File: config.mk
export PLATFORM = sky130hd
export DESIGN_NAME = serial_comparator
export DESIGN_NICKNAME = d
export VERILOG_FILES = /design/src/rtl/serial_comparator.sv
export SDC_FILE = /design/constraint.sdc
export NUM_CORES = 1
export LEC_CHECK = 0
export ABC_CLOCK_PERIOD_IN_PS = 1550
export CORE_UTILIZATION = 49
export DETAILED_ROUTE_END_ITERATION = 6
export GPL_ROUTABILITY_DRIVEN = 0
export PLACE_DENSITY = 0.84
export SYNTH_ARGS = -nofsm -noshare
export SYNTH_HDL_FRONTEND = slang
export SYNTH_SLANG_ARGS = --single-unit
File: constraint.sdc
create_clock -name clk -period 1.55 [get_ports clk]
set_input_delay 0.2325 -clock clk [delete_from_list [all_inputs] [get_ports clk]]
set_output_delay 0.2325 -clock clk [all_outputs]
set_load 0.05 [all_outputs]
File: src/rtl/serial_comparator.sv
// Bit-serial WIDTH-bit magnitude comparator driving an external comparator1bit, MSB first.
// Optional `SERIAL_CMP_EARLY_EXIT_EN: finish as soon as the first differing bit is seen.
module serial_comparator #(
  parameter int WIDTH = 8
) (
  input  logic             clk,
  input  logic             rst,
  input  logic             start,
  input  logic [WIDTH-1:0] a,
  input  logic [WIDTH-1:0] b,
  output logic             cmp_a,
  output logic             cmp_b,
  input  logic             cmp_lt,
  input  logic             cmp_gt,
  output logic             busy,
  output logic             done,
  output logic             a_lt_b,
  output logic             a_gt_b,
  output logic             a_eq_b
);

  localparam int CW = (WIDTH > 1) ? $clog2(WIDTH) : 1;

  localparam logic [1:0] IDLE  = 2'd0;
  localparam logic [1:0] SHIFT = 2'd1;
  localparam logic [1:0] DONE  = 2'd2;

  logic [1:0]       state;
  logic [WIDTH-1:0] sa;
  logic [WIDTH-1:0] sb;
  logic [CW-1:0]    cnt;
  logic             dec_lt;
  logic             dec_gt;
  logic             nxt_lt;
  logic             nxt_gt;
  logic             last_bit;

  // The first differing bit wins; simultaneous lt/gt resolves to LT.
  // NOTE: every always_comb output gets a default first so no path leaves it
  // unassigned, which would otherwise infer a latch.
  always_comb begin
    nxt_lt   = dec_lt;
    nxt_gt   = dec_gt;
    last_bit = 1'b0;
    if (!dec_lt && !dec_gt) begin
      if (cmp_lt)      nxt_lt = 1'b1;
      else if (cmp_gt) nxt_gt = 1'b1;
    end
`ifdef SERIAL_CMP_EARLY_EXIT_EN
    last_bit = (cnt == '0) || nxt_lt || nxt_gt;
`else
    last_bit = (cnt == '0);
`endif
  end

  assign cmp_a = (state == SHIFT) && sa[WIDTH-1];
  assign cmp_b = (state == SHIFT) && sb[WIDTH-1];
  assign busy  = (state != IDLE);
  assign done  = (state == DONE);

  // NOTE: sequential state uses non-blocking assignments so every register
  // samples pre-edge values regardless of statement order.
  always_ff @(posedge clk) begin
    if (rst) begin
      state  <= IDLE;
      sa     <= '0;
      sb     <= '0;
      cnt    <= '0;
      dec_lt <= 1'b0;
      dec_gt <= 1'b0;
      a_lt_b <= 1'b0;
      a_gt_b <= 1'b0;
      a_eq_b <= 1'b0;
    end else begin
      case (state)
        IDLE: begin
          if (start) begin
            sa     <= a;
            sb     <= b;
            cnt    <= CW'(WIDTH - 1);
            dec_lt <= 1'b0;
            dec_gt <= 1'b0;
            state  <= SHIFT;
          end
        end
        SHIFT: begin
          sa     <= sa << 1;
          sb     <= sb << 1;
          cnt    <= cnt - CW'(1);
          dec_lt <= nxt_lt;
          dec_gt <= nxt_gt;
          if (last_bit) begin
            state  <= DONE;
            a_lt_b <= nxt_lt;
            a_gt_b <= nxt_gt;
            a_eq_b <= !(nxt_lt || nxt_gt);
          end
        end
        DONE:    state <= IDLE;
        default: state <= IDLE;
      endcase
    end
  end

endmodule
# Yosys cells after proc, flatten, opt, wreduce, memory -nomap -nowiden

Index checks and enable logic that the tools add are counted.

Flip-flop bits (word level): 26
Word-level logic and storage cells: 45
Input port bits: 21
Output and inout port bits: 7

Muxes and demuxes: 17
Add/sub/neg operators: 1
Reductions and logical operators: 14
Equality and inequality tests: 4

Operators by type and width:

| operator                                                           | count |
|---|---|
| 8-bit case mux with 2 select lines                                 | 2 |
| 8-bit 2-to-1 mux                                                   | 2 |
| 1-bit 2-to-1 mux                                                   | 6 |
| 3-bit case mux with 2 select lines                                 | 1 |
| 2-bit AND reduction                                                | 3 |
| 2-bit 2-to-1 mux                                                   | 2 |
| 2-bit != test, second input constant                               | 2 |
| 1-bit case mux with 2 select lines                                 | 2 |
| 2-bit case mux with 2 select lines                                 | 1 |
| 2-bit nonzero test                                                 | 2 |
| 1-bit logical AND                                                  | 3 |
| 1-bit logical NOT                                                  | 3 |
| 3-bit logical NOT                                                  | 1 |
| 3-bit 2-to-1 mux                                                   | 1 |
| 3-bit by 1-bit subtractor with 3-bit output, second input constant | 1 |
| 2-bit by 1-bit == test with 1-bit output, second input constant    | 1 |
| 2-bit == test, second input constant                               | 1 |
| 2-bit logical NOT                                                  | 1 |
| 1-bit logical OR                                                   | 1 |

# Depth between registers and ports, before layout

Gate-level depths: netlist of the first run.

Depth in word-level cells: 5
Mapped depth: 6
Gate-level depth less buffers: 5

# Worst setup path before layout of the first run

OpenSTA, ideal clock, no wires.

Path kind: reg2out
From: register state[0]
To: output port done
Stages on the path, launching flop included: 4
Buffers on the path: 2
Arrival time: 1.270 ns
Path slack: 0.047 ns
Data required time: 1.317 ns
Cell sequence: dfxtp_1 > buf_4 > clkbuf_1 > nor2_1

Word-level cells in the longest chain between the ends: 1

Ends and longest elaborated chain:

| what                     | RTL line | text |
|---|---|---|
| start: declaration       | 28       | `logic [1:0] state;` |
| start signal: assignment | 65       | `state <= IDLE;` |
| start signal: assignment | 83       | `state <= SHIFT;` |
| start signal: assignment | 93       | `state <= DONE;` |
| 2-bit == test            | 59       | `assign done = (state == DONE);` |
| end: declaration         | 16       | `output logic done,` |

Every way passes these cells.

# Final worst setup path of the first run

From: register state[1]
To: output port done

The elaborated chain is that of the path after synthesis.

==> out/metrics.cfg, run 1 <==
[timing]
max_slew_vio_count=0
worst_slack_ps=66.9
hold-worst-slack_ps=496
unrepaired_setup_endpoints_after_global_routing=no
report.final.hold_viol_count=0
post-route-min-period_ps=1480
max_clock_freq_ghz=0.674
maxSlewHeadroom_pct=78.3
worst_slew_pin_slew_ps=325
clock_skew_ps=5.37
setup_viol=0
timing.final.crit_share_pct=95.7

[worst_setup_path]
cp-end-kind=output port
worst-setup-path-type=flip-flop to output port
crit_required_ps=1320
critical_path.startpoint_type=flip-flop
path_cells=inv_1 -> nor2_1 -> buf_4
critical_path.slowest_cell=sky130_fd_sc_hd__dfxtp_2
critPathArrivalTime_ps=1250
max_stage_delay_ps=490
critical_path.max_fanout=13

[power]
power.combinational.fraction_pct=30.0
netSwitchingPower_uw=467
internal_power_consumption_mw=1.06
power_mw=1.53
peakVddDrop_v=0.000697
power.share.switching_pct=30.5
clock_share_of_power_pct=18.4
power.density_nw_per_um2=921
power.leakage_nw=0.645
power.sequential.fraction_pct=51.6

[logic_synthesis]
synth_largest_type_area_fraction_pct=40.2
postSynthRegisterBits=26
synth_edf_count=0
synth_fp_nets=159
synth.top_cells.by_area=sky130_fd_sc_hd__dfxtp_1 (40%), sky130_fd_sc_hd__a211oi_2 (13%), sky130_fd_sc_hd__mux2i_1 (9.3%)
synth_warnings=0
mappedNetlistArea_um2=1290
synthMostInstantiatedCell=sky130_fd_sc_hd__dfxtp_1
synth.lib_cells_used.distinct=30
per_instance_average_area_after_synthesis_um2=9.51
post_synth_inst_count=136
post_synth_most_frequent_cells=sky130_fd_sc_hd__dfxtp_1 (26), sky130_fd_sc_hd__nor2_1 (22), sky130_fd_sc_hd__a211oi_2 (13)
post_synthesis_sequential_area_ratio_pct=40.2
largest_area_contributor_in_the_synthesized_netlist=sky130_fd_sc_hd__dfxtp_1
synth-async-reset-ratio_pct=0
postSynth.topFlopCell=sky130_fd_sc_hd__dfxtp_1

[clocking]
number_of_setup_buffers_added_after_cts=0
cts-htree-levels=1
clock_tree_sinks=26
worst_skew_pair.late_latency_ps=320
cts_inserted_buffers=3
cts_buffer_depth=2
root_buffer=sky130_fd_sc_hd__clkbuf_4
path_clk_slew_ps=130
clock_tree_from_tritoncts=built

[drt]
route.detailed.drc=0
wire_length_after_detailed_routing_mm=2.61
postRouteAntennaNets=0
detail_route.vias_per_cell=5.50
detailedRoute.firstIterationViolations=11
num_vias=1061
avgRoutedWirePerCell_um=13.5
drt_first_pass_iters=4

[final_layout]
final_cell_count_no_fill=193
diodes=0
layout.area.seq_um2=523
drive_above_1_share_pct=22.7
area_growth_pct=28.3
final_net_count=188
design_area_um2=1660
multi_input_area_um2=687
fillerInstances=206

[global_route]
met2_usage_pct=37.5
grt_use_met1_pct=23.1
grtUsageTotal_pct=20.7
grtUsageMet3_pct=4.31
overflow_left_after_global_routing=0
grt_first_pass_wirelength_mm=4.16
grt_start_max_net_pins=27
gr-max-usage-layer=met2
first_global_vias=999
antenna_found_initial=0

[place]
worst_setup_slack_post_dpl_ps=-52.7
placement.cell_area_um2=1630
io_buffers=27
hpwl_mm=1.89
place_inst=190

[die]
coreArea_um2=2480
die-area_um2=2850
fp-row-count=18
fp.dieH_um=53.4
i_o_pin_count=28
die_width_um=53.4
starting_density_pct=52.2

[hold_path]
min-delay-path-class=flip-flop to flip-flop

[outcome]
outcome=finished, final reports clean

[flow_run]
drv_cap=0

## power by group through the flow
stage | Clock (mW) | Sequential, mW | Combinational (mW)
3_3_place_gp | 0 | 0.794 | 0.444
4_1_cts | 0.287 | 0.787 | 0.462
6_report | 0.281 | 0.789 | 0.459
2_1_floorplan | 0 | 0.799 | 0.305
3_5_place_dp | 0 | 0.800 | 0.460
5_1_grt | 0.302 | 0.796 | 0.499
## critical path: cells and delay by family, from the launching register on
family	cells	cell delay, ps
and+or+nand+nor	1	120
DFF	1	490
buffers and inverters	2	330
## state kept, by name, summed over array words and instances (netlist names)
signal / count
state: 2
cnt: 3
a_lt_b: 1
dec_gt: 1
a_eq_b: 1
sa: 8
sb: 8
a_gt_b: 1
dec_lt: 1
## cells by family after synthesis
group | synth area share [%]
adders and majority gates | 1.93
buffers and inverters | 7.25
AOI/OAI and AO/OA | 21.6
DFF | 40.2
and+or+nand+nor | 19.7
muxes | 9.28
## per-layer routing
layer / part of all wire (%) / routed length (µm)
met1: 44 / 1140
met2: 51 / 1330
met3: 3.7 / 97
met4: 1.5 / 38
met5: 0 / 0
## layout make-up
| type | count | area share [%] |
|---|---|---|
| clock buffer | 3 | 1.36 |
| inverter | 6 | 1.36 |
| multi-input combinational | 94 | 41.4 |
| sequential | 26 | 31.5 |
| tap | 30 | 2.26 |
| timing repair buffer | 34 | 22.2 |
## final timing paths
| path | from | to | slack, ps | depth (start not counted) |
|---|---|---|---|---|
| worst min register to register | cnt[0] | cnt[0] | 500 | 1 |
| worst min-delay path | cnt[0] | cnt[0] | 500 | 1 |
| worst max-delay path | state[1] | done | 70 | 3 |
| worst max register to register | cnt[0] | a_lt_b | 280 | 5 |
## through the flow
stage	util (%)	TNS, ps
3_5_place_dp	65.7	-443
3_3_place_gp	65.7	0
4_1_cts	66.8	0
5_1_grt	67.0	0
2_1_floorplan	-	0
6_report	67.0	0
## cells in the final DEF, fill, tap and decap left out, types with 4 or more instances in the layout
master,n
sky130_fd_sc_hd__dfxtp_1,24
sky130_fd_sc_hd__nor2_1,22
sky130_fd_sc_hd__clkdlybuf4s50_1,20
sky130_fd_sc_hd__a211oi_2,13
sky130_fd_sc_hd__mux2i_1,12
sky130_fd_sc_hd__buf_4,9
sky130_fd_sc_hd__a21oi_1,7
sky130_fd_sc_hd__inv_1,6
sky130_fd_sc_hd__buf_12,5
sky130_fd_sc_hd__or3b_1,4
## repair_timing
item,4_1_cts,5_1_grt
hold buffers,0,0
cloned,0,0
gates resized for setup,3,1
setup endpoints to repair,3,1
(Power assumes the default switching activity.)
==> inputs of run 2 (changes only) <==
--- a/config.mk
+++ b/config.mk
@@ -6,6 +6,7 @@
 export NUM_CORES = 1
 export LEC_CHECK = 0
 export ABC_CLOCK_PERIOD_IN_PS = 1550
+export CORE_MARGIN = 1.5
 export CORE_UTILIZATION = 49
 export DETAILED_ROUTE_END_ITERATION = 6
 export GPL_ROUTABILITY_DRIVEN = 0
==> run 2 against run 1 <==
Utilization grew 1.1 points. Worst setup slack gained 29 ps. Sequential power is essentially flat. Non-clock buffer count grew 4. Maximum frequency grew 2.0%. Clock skew grew 4.9 ps. Sequential share of layout area shrank 0.22 points.
==> out/metrics.cfg, run 2 (synthesis gave the netlist of run 1 again) <==
[outcome]
outcome=finished, final reports clean

[power]
peakVddDrop_v=0.000730
power.leakage_nw=0.661
power.density_nw_per_um2=904

[die]
die_width_um=54.4
die-area_um2=2960
coreArea_um2=2480
starting_density_pct=52.2
i_o_pin_count=28
fp-row-count=18
fp.dieH_um=54.4

[final_layout]
mostFrequentLayoutCell=sky130_fd_sc_hd__dfxtp_1
fin_util_pct=68.1
final_cell_mix=sky130_fd_sc_hd__dfxtp_1 (24), sky130_fd_sc_hd__nor2_1 (22), sky130_fd_sc_hd__clkdlybuf4s50_1 (20)
drive_above_1_share_pct=24.6
final_net_count=192
diodes=0
area_growth_pct=30.5
final_cell_count_no_fill=197
layout_top_registers=sa x8, sb x8, cnt x3

[timing]
max_slew_vio_count=0
clock_skew_ps=10.2
maxSlewHeadroom_pct=81.3
max_clock_freq_ghz=0.688
setup_viol=0
worst_slew_pin_slew_ps=281
timing.final.crit_share_pct=93.8
hold-worst-slack_ps=486
post-route-min-period_ps=1450
report.final.hold_viol_count=0
unrepaired_setup_endpoints_after_global_routing=no

[drt]
wire_length_after_detailed_routing_mm=2.56
detail_route.vias_per_cell=5.40
drt_first_pass_iters=3
route.detailed.drc=0
avgRoutedWirePerCell_um=13.0
detailedRoute.firstIterationViolations=14
postRouteAntennaNets=0
num_vias=1063

[worst_setup_path]
critical_path.reg2reg.endpoint=cnt[2]
reg2regPathDepth=4
critical_path.startpoint_type=flip-flop
reg2reg_from=state[1]
worst-setup-path-type=flip-flop to output port
cp-end-kind=output port
worst-r2r-setup-slack_ps=280
critPathArrivalTime_ps=1220
critical_path.max_fanout=6
crit_required_ps=1320

[clocking]
root_buffer=sky130_fd_sc_hd__clkbuf_4
cts_buffer_depth=2
clock_tree_sinks=26
worst_skew_pair.late_latency_ps=320
path_clk_slew_ps=120
cts-htree-levels=1
clock_tree_from_tritoncts=built
cts_inserted_buffers=3

[global_route]
grt_use_met1_pct=24.8
grtUsageMet3_pct=4.10
met2_usage_pct=34.5
grtUsageTotal_pct=19.8
antenna_found_initial=0
gr-max-usage-layer=met2
grt_first_pass_wirelength_mm=4.29
overflow_left_after_global_routing=0
grt_start_max_net_pins=27
first_global_vias=1024

[hold_path]
min-delay-path-class=flip-flop to flip-flop
min_delay_worst_endpoint=cnt[0]
worstHoldPathCells=1
hold_path_startpoint=cnt[0]

[place]
io_buffers=27
hpwl_mm=1.85
place_inst=193

[flow_run]
drv_cap=0

==> run 2: cell count changes in the layout (fill, tap and decap cells not counted), sizes merged <==
cell	previous run	this run
buf	14	17
clkbuf	3	4
==> run 2: layer usage <==
metal  routed length (µm)  vias to the layer above
li1                     -                      542
met3                   90                        5
met2                 1320                       15
met5                    0                        -
met1                 1130                      501
met4                   25                        0
==> run 2: worst max path at each step <==
stage / start / to / cells past startpoint
after floorplan: state[0] / done / 3
after global placement: start / sb[0] / 5
after detailed placement: start / sb[0] / 5
after CTS: state[0] / cmp_a / 3
after global routing: state[0] / cmp_b / 3
final: state[0] / cmp_a / 3
==> run 2: metrics by stage <==
step | TNS [ps] | area, µm² | setup slack [ps] | power, mW
2_1_floorplan | 0 | 1290 | 47.1 | 1.10
3_3_place_gp | 0 | 1650 | 16.3 | 1.24
3_5_place_dp | -61.5 | 1650 | -33.8 | 1.26
4_1_cts | 0 | 1680 | 8.03 | 1.53
5_1_grt | 0 | 1690 | 23.4 | 1.61
6_report | 0 | 1690 | 96.3 | 1.53
==> run 2: area by class of cell <==
cell class	instances	area, µm²
flip-flops and latches	26	528
repair buffers	38	395
clock buffers	3	22.5
well taps	30	37.5
multi-input cells	94	682
fillers	217	790
inverters	6	22.5
==> run 2: worst max-delay path: stages (launching register included) <==
cell,delay (ps)
sky130_fd_sc_hd__dfxtp_4,400
sky130_fd_sc_hd__nor2b_2,180
sky130_fd_sc_hd__and2_1,190
sky130_fd_sc_hd__buf_12,140
==> run 2: report_power, final <==
part           leakage [nW]  switching, mW  internal [mW]
combinational         0.431          0.227          0.238
sequential            0.216         0.0499          0.737
clock                0.0138          0.184         0.0910
total                 0.661          0.461           1.07
==> run 2: repair_timing <==
action                                  4_1_cts  5_1_grt
setup buffers                                 0        1
hold buffers                                  0        0
resized for setup                             3        2
hold endpoints to repair                      0        0
pin swaps                                     0        0
endpoints found under the setup margin        3        3
